### config.mk
export PLATFORM = sky130hd
export DESIGN_NAME = vm_dispense_seq
export DESIGN_NICKNAME = d
export VERILOG_FILES = /design/src/rtl/vm_pkg.sv /design/src/rtl/vm_timer.sv /design/src/rtl/vm_dispense_seq.sv
export SDC_FILE = /design/constraint.sdc
export NUM_CORES = 1
export LEC_CHECK = 0
export CAP_MARGIN = 10
export CORE_UTILIZATION = 55
export DETAILED_ROUTE_END_ITERATION = 8
export PLACE_DENSITY = 0.9
export RECOVER_POWER = 50
export SLEW_MARGIN = 20
export SYNTH_ARGS = -nofsm -noshare
export SYNTH_HDL_FRONTEND = slang
export SYNTH_SLANG_ARGS = --single-unit
### constraint.sdc
create_clock -name clk -period 2.3 [get_ports clk]
set_input_delay 0.46 -clock clk [delete_from_list [all_inputs] [get_ports clk]]
set_output_delay 0.46 -clock clk [all_outputs]
set_load 0.05 [all_outputs]
### src/rtl/vm_pkg.sv
// Shared item codes, coin unit, sequencer states and the audit saturating
// increment for the vending back-end sequencer.
package vm_pkg;

    localparam logic [1:0] ITEM_NONE  = 2'b00;
    localparam logic [1:0] ITEM_COLA  = 2'b01;
    localparam logic [1:0] ITEM_PEPSI = 2'b10;

    localparam int unsigned COIN_UNIT = 5;
    localparam int unsigned AUDIT_W   = 16;

    typedef enum logic [2:0] {
        IDLE,
        DISP,
        EJECT,
        WAIT,
        DONE,
        FAULT
    } state_t;

    function automatic logic [AUDIT_W-1:0] sat_inc(input logic [AUDIT_W-1:0] v);
        return (v == {AUDIT_W{1'b1}}) ? v : v + AUDIT_W'(1);
    endfunction

endpackage

### src/rtl/vm_timer.sv
// Loadable down-counter with an expire flag; shared by the solenoid pulse
// and the coin-drop deadline, which never run at the same time.
module vm_timer #(
    parameter int unsigned W = 5
) (
    input  logic         clk,
    input  logic         reset,
    input  logic         load,
    input  logic [W-1:0] load_val,
    input  logic         dec,
    output logic         expire_c
);

    logic [W-1:0] count;

    // Load wins over decrement; the counter parks at zero.
    always_ff @(posedge clk or negedge reset) begin
        if (!reset) begin
            count <= '0;
        end else if (load) begin
            count <= load_val;
        end else if (dec && (count != '0)) begin
            count <= count - W'(1);
        end
    end

    assign expire_c = (count == '0);

endmodule

### src/rtl/vm_dispense_seq.sv
// Vend back-end sequencer: solenoid timing, coin-by-coin change ejection with
// drop timeout, and per-item inventory. Define VM_AUDIT_EN for sales/coin counters.
module vm_dispense_seq
    import vm_pkg::*;
#(
    parameter int unsigned PULSE_CYC = 4,
    parameter int unsigned COIN_TO   = 16,
    parameter int unsigned INV_W     = 4,
    parameter int unsigned INV_INIT  = 8
) (
    input  logic       clk,
    input  logic       reset,
    input  logic       req_valid,
    output logic       req_ready,
    input  logic [1:0] req_item,
    input  logic [1:0] req_change,
    input  logic       req_refund,
    output logic       sol_cola,
    output logic       sol_pepsi,
    output logic       hopper_pulse,
    input  logic       hopper_drop,
    input  logic       restock,
    input  logic       fault_clr,
    output logic [1:0] sold_out,
    output logic       busy,
    output logic       done,
    output logic       vend_ok,
    output logic       fault
`ifdef VM_AUDIT_EN
    ,
    output logic [AUDIT_W-1:0] sales_cola,
    output logic [AUDIT_W-1:0] sales_pepsi,
    output logic [AUDIT_W-1:0] coins_paid
`endif
);

    localparam int unsigned TMR_MAX = (PULSE_CYC > COIN_TO) ? PULSE_CYC : COIN_TO;
    localparam int unsigned TMR_W   = $clog2(TMR_MAX + 1);

    state_t             state_q, state_d;
    logic [1:0]         item_q, item_d;
    logic [1:0]         coins_q, coins_d;
    logic               disp_q, disp_d;
    logic [INV_W-1:0]   inv_cola_q, inv_cola_d;
    logic [INV_W-1:0]   inv_pepsi_q, inv_pepsi_d;

    logic               tmr_load;
    logic [TMR_W-1:0]   tmr_val;
    logic               tmr_dec;
    logic               tmr_expire_c;

    logic               req_ready_d, busy_d, sol_cola_d, sol_pepsi_d;
    logic               hopper_pulse_d, done_d, vend_ok_d, fault_d;

    vm_timer #(
        .W(TMR_W)
    ) u_timer (
        .clk      (clk),
        .reset    (reset),
        .load     (tmr_load),
        .load_val (tmr_val),
        .dec      (tmr_dec),
        .expire_c (tmr_expire_c)
    );

    assign sold_out = {inv_pepsi_q == '0, inv_cola_q == '0};

    // State, transaction context, inventory and registered outputs.
    always_ff @(posedge clk or negedge reset) begin
        if (!reset) begin
            state_q      <= IDLE;
            item_q       <= ITEM_NONE;
            coins_q      <= '0;
            disp_q       <= 1'b0;
            inv_cola_q   <= INV_W'(INV_INIT);
            inv_pepsi_q  <= INV_W'(INV_INIT);
            req_ready    <= 1'b1;
            busy         <= 1'b0;
            sol_cola     <= 1'b0;
            sol_pepsi    <= 1'b0;
            hopper_pulse <= 1'b0;
            done         <= 1'b0;
            vend_ok      <= 1'b0;
            fault        <= 1'b0;
        end else begin
            state_q      <= state_d;
            item_q       <= item_d;
            coins_q      <= coins_d;
            disp_q       <= disp_d;
            inv_cola_q   <= inv_cola_d;
            inv_pepsi_q  <= inv_pepsi_d;
            req_ready    <= req_ready_d;
            busy         <= busy_d;
            sol_cola     <= sol_cola_d;
            sol_pepsi    <= sol_pepsi_d;
            hopper_pulse <= hopper_pulse_d;
            done         <= done_d;
            vend_ok      <= vend_ok_d;
            fault        <= fault_d;
        end
    end

    // Next-state logic. The coin deadline is loaded on entry to EJECT so it
    // counts from the pulse cycle itself.
    always_comb begin
        state_d     = state_q;
        item_d      = item_q;
        coins_d     = coins_q;
        disp_d      = disp_q;
        inv_cola_d  = inv_cola_q;
        inv_pepsi_d = inv_pepsi_q;
        tmr_load    = 1'b0;
        tmr_val     = '0;
        tmr_dec     = 1'b0;

        case (state_q)
            IDLE: begin
                if (restock) begin
                    inv_cola_d  = INV_W'(INV_INIT);
                    inv_pepsi_d = INV_W'(INV_INIT);
                end
                if (req_valid && req_ready) begin
                    item_d  = req_item;
                    coins_d = req_change;
                    // Sold-out decision uses the registered (pre-restock) counts.
                    disp_d  = !req_refund &&
                              (((req_item == ITEM_COLA)  && !sold_out[0]) ||
                               ((req_item == ITEM_PEPSI) && !sold_out[1]));
                    if (disp_d) begin
                        if ((req_item == ITEM_COLA) && (inv_cola_d != '0)) begin
                            inv_cola_d = inv_cola_d - INV_W'(1);
                        end
                        if ((req_item == ITEM_PEPSI) && (inv_pepsi_d != '0)) begin
                            inv_pepsi_d = inv_pepsi_d - INV_W'(1);
                        end
                        state_d  = DISP;
                        tmr_load = 1'b1;
                        tmr_val  = TMR_W'(PULSE_CYC - 1);
                    end else if (req_change != 2'd0) begin
                        state_d  = EJECT;
                        tmr_load = 1'b1;
                        tmr_val  = TMR_W'(COIN_TO - 1);
                    end else begin
                        state_d = DONE;
                    end
                end
            end
            DISP: begin
                if (tmr_expire_c) begin
                    if (coins_q != 2'd0) begin
                        state_d  = EJECT;
                        tmr_load = 1'b1;
                        tmr_val  = TMR_W'(COIN_TO - 1);
                    end else begin
                        state_d = DONE;
                    end
                end else begin
                    tmr_dec = 1'b1;
                end
            end
            EJECT: begin
                state_d = WAIT;
                tmr_dec = 1'b1;
            end
            WAIT: begin
                if (hopper_drop) begin
                    coins_d = coins_q - 2'd1;
                    if (coins_q == 2'd1) begin
                        state_d = DONE;
                    end else begin
                        state_d  = EJECT;
                        tmr_load = 1'b1;
                        tmr_val  = TMR_W'(COIN_TO - 1);
                    end
                end else if (tmr_expire_c) begin
                    state_d = FAULT;
                end else begin
                    tmr_dec = 1'b1;
                end
            end
            DONE: begin
                state_d = IDLE;
            end
            FAULT: begin
                if (fault_clr) begin
                    state_d = IDLE;
                    coins_d = '0;
                end
            end
            default: begin
                state_d = IDLE;
            end
        endcase

        req_ready_d    = (state_d == IDLE);
        busy_d         = (state_d != IDLE);
        sol_cola_d     = (state_d == DISP) && (item_d == ITEM_COLA);
        sol_pepsi_d    = (state_d == DISP) && (item_d == ITEM_PEPSI);
        hopper_pulse_d = (state_d == EJECT);
        done_d         = (state_d == DONE);
        vend_ok_d      = (state_d == DONE) && disp_d;
        fault_d        = (state_d == FAULT);
    end

`ifdef VM_AUDIT_EN
    logic disp_evt_c;
    logic drop_evt_c;

    assign disp_evt_c = (state_q == IDLE) && (state_d == DISP);
    assign drop_evt_c = (state_q == WAIT) && hopper_drop;

    // Saturating audit counters, cleared only by reset.
    always_ff @(posedge clk or negedge reset) begin
        if (!reset) begin
            sales_cola  <= '0;
            sales_pepsi <= '0;
            coins_paid  <= '0;
        end else begin
            if (disp_evt_c && (item_d == ITEM_COLA)) begin
                sales_cola <= sat_inc(sales_cola);
            end
            if (disp_evt_c && (item_d == ITEM_PEPSI)) begin
                sales_pepsi <= sat_inc(sales_pepsi);
            end
            if (drop_evt_c) begin
                coins_paid <= sat_inc(coins_paid);
            end
        end
    end
`endif

endmodule

==> summary.md <==
| Metric | Value |
|---|---|
| CTS H-tree depth | 2 |
| CP max stage delay | 820 ps |
| Largest net degree at the start of global routing | 30 |
| Core Area | 0.00288 sq mm |
| Final setup violating endpoints | 0 |
| Unrepaired setup endpoints after global routing | false |
| Tcrit/Tclk final | 0.949 |
| Dpl cell area | 0.00211 sq mm |
| Register area share after synthesis | 0.422 |
| DP Wirelength | 3130 um |
| Bufs and invs on worst path | 1 |
| Vias in the first global route | 1559 |
| Port-buffer cells | 20 |
| Worst path depth | 1 |
| Largest cells by area after synthesis | dfrtp_1 38%, nand2_1 5.6%, nor4_4 4.9% |
| Post-Syn Area | 0.00173 sq mm |
| Synth Area in Adders | 0.0434 |
| N_diodes | 0 |
| Final hold vios | 0 |
| CTS clock-pin slew for the worst setup and hold paths | 100 ps |
| Clock buffer count from CTS | 5 |
| Routed WL per cell | 15.6 um |
| Synth area leader | dfrtp_1 |
| Top-area cell type share of the netlist area | 0.377 |
| Ys async rst share | 1.00 |
| Peak fanout along the critical path | 3 |
| Tmin final | 2180 ps |
| Antenna violations before repair | 0 |
| Pleak | 0.948 nW |
| Crit-path cells | clkdlybuf4s50_1 |
| Worst Path Required | 1840 ps |
| CP top delay family | buffers and inverters |
| Crit path arrival time | 1720 ps |
| Power per standard cell area | 1180 mW/mm^2 |
| Die X | 58.1 um |
| Post-synthesis mux area share | 0 |
| Cells on worst reg2reg path | 9 |
| Worst reg2reg startpoint | u_timer.count[0] |
| Largest family of logic cells by synthesized area | simple AND/OR/NAND/NOR gates |
| Root buffer cell | clkbuf_4 |
| Max-Cap Viols | 1 |
| Clock Latency Late Sink | 340 ps |
| Final hold slack | 473 ps |
| Syn Inst Count | 178 |
| Post-synthesis simple-gate area fraction | 0.327 |
| Clock Skews | 5.89 ps |
| CTS Buffer Depth | 2 |
| Max Transition Viols Final | 30 |
| Critical path startpoint category | register |
| Starting Density | 0.601 |
| Setup crit start | req_ready |
| Post-synthesis average cell area | 9.71 sq um |
| Total wire length | 4120 um |
| Reg2reg setup slack | 130 ps |
| Post-synth net total | 195 |
| Worst R2R End | u_timer.count[2] |
| Register bit count reported by yosys | 29 |
| Run status | finished, violations left |
| Cell variety after synth | 49 |
| Post-synth EDFFs | 0 |
| Max VDD drop | 836 uV |
| # rows | 19 |
| Die area | 0.00337 sq mm |
| Area grow syn2layout | 28.5% |
| XOR/XNOR Fraction of Synth Area | 0.0101 |
| Via density | 5.90 |
| Antenna Nets Post-Route | 0 |
| FMAX | 458 MHz |
| Total Nets Final | 239 |
| Drt first-iter violations | 134 |
| Compound-Gate Fraction of Synth Area | 0.156 |
| Fin area | 0.00222 sq mm |
| Fraction of final layout cells sized beyond drive strength 1 | 0.229 |
| Global-route wire length before repair | 7090 um |
| Kind of critical path | register to output pin |
| CP Capture Type | output pin |
| Hold/Removal Path Class | register to register |
| Clock Sinks | 29 |
| Failing checks | design-rule violations, max-capacitance violations, max-slew violations |
| Ports | 21 |
| Global route overflow | 0 |
| Rel. slew slack | -0.0463 |
| Slowest-stage cell, CP | clkdlybuf4s50_1 |
| Gp weighted congestion | 0.876 |
| Gr usage total | 0.283 |
| CP Capture Point | req_ready |
| Drt first pass iters | 6 |
| Prevailing post-synth register cell | dfrtp_1 |
| CTS tree | yes |
| Slew @ Worst Pin | 1570 ps |
| Setup TNS | 0 ps |
| Die Y-Extent | 58.1 um |
| Detailed-route DRC error count | 2 |
| Synth warn | 0 |
| Via count | 1563 |
[cells in the mapped netlist (2+ instances only)]
cell	instances
a211oi_1	2
a21o_1	2
a21oi_1	4
a22o_1	2
a311oi_1	2
a31oi_1	3
and2_1	2
buf_6	2
clkbuf_1	5
dfrtp_1	26
dfstp_2	3
ha_1	6
inv_1	7
nand2_1	26
nand2b_1	8
nand3_1	4
nand3b_1	2
nor2_1	9
nor2_4	2
nor2b_1	4
nor3_1	7
nor4_4	4
nor4b_1	7
o211ai_1	2
o21ai_0	12
o22a_1	2
[stage by stage]
stage | setup WS (ps) | cells | utilization | power, W
6_report | 117 | 265 | 0.772 | 0.00262
5_1_grt | 19.6 | 265 | 0.772 | 0.00278
4_1_cts | 59.9 | 265 | 0.771 | 0.00262
3_5_place_dp | -190 | 257 | 0.735 | 0.00209
3_3_place_gp | -95.1 | 257 | 0.735 | 0.00200
2_1_floorplan | -105 | 178 | - | 0.00169
[metal layers]
| metal | wire, um | global-route usage | vias up |
|---|---|---|---|
| li1 | - | - | 733 |
| met1 | 1600 | 0.323 | 764 |
| met2 | 2220 | 0.511 | 51 |
| met3 | 173 | 0.0513 | 15 |
| met4 | 122 | 0.133 | 0 |
| met5 | 0 | 0 | - |
[flip-flops by register name, indices dropped and copies added, names as in the netlist]
signal,cells
u_timer.count,5
inv_cola_q,4
inv_pepsi_q,4
state_q,3
coins_q,2
item_q,2
busy,1
disp_q,1
done,1
fault,1
hopper_pulse,1
req_ready,1
sol_cola,1
sol_pepsi,1
vend_ok,1
[worst min-delay path by stage]
stage	end	start	slack, ps	cells after the start
global placement	disp_q	disp_q	450	1
global route	disp_q	disp_q	490	1
detailed placement	disp_q	disp_q	450	1
finish	disp_q	disp_q	470	1
floorplan	busy	reset	160	0
CTS	disp_q	disp_q	480	1
[cell type report]
type | count | area [sq um]
inverter | 8 | 30.0
fill | 192 | 657
multi-input combinational | 134 | 933
clock inverter | 3 | 65.1
timing repair buffer | 44 | 372
tap | 42 | 52.6
sequential | 29 | 729
clock buffer | 5 | 37.5
[placed cells by master, fill, tap and decap left out, types with 2 or more instances in the layout]
cell | netlist | layout
a211oi_1 | 2 | 2
a21o_1 | 2 | 2
a21oi_1 | 4 | 4
a22o_1 | 2 | 2
a311oi_1 | 2 | 2
a31oi_1 | 3 | 3
and2_1 | 2 | 2
buf_4 | 0 | 25
bufinv_16 | 0 | 2
clkbuf_4 | 0 | 5
clkdlybuf4s50_1 | 0 | 18
dfrtp_1 | 26 | 26
dfstp_2 | 3 | 3
ha_1 | 6 | 6
inv_1 | 7 | 7
nand2_1 | 26 | 26
nand2b_1 | 8 | 8
nand3_1 | 4 | 4
nand3b_1 | 2 | 2
nor2_1 | 9 | 9
nor2_4 | 2 | 2
nor2b_1 | 4 | 4
nor3_1 | 7 | 7
nor4_4 | 4 | 4
nor4b_1 | 7 | 6
o211ai_1 | 2 | 2
o21ai_0 | 12 | 12
o22a_1 | 2 | 2
[what timing repair did]
action | in CTS | in global routing
setup buffers | 0 | 0
endpoints found under the setup margin | 0 | 2
hold buffers | 0 | 0
gates resized for setup | 0 | 1
[kinds of logic after synthesis]
kind of cell | count (synthesis)
AND/OR/NAND/NOR | 88
AO/OA/AOI/OAI | 38
flip-flops | 29
buffers and inverters | 15
adder cells (fa/ha/maj) | 6
XOR/XNOR | 2
[where the power goes]
group / switching, W / internal, W
logic: 0.000767 / 0.000524
registers: 0.000125 / 0.000680
clock network: 0.000190 / 0.000336
(Power assumes the default switching activity.)
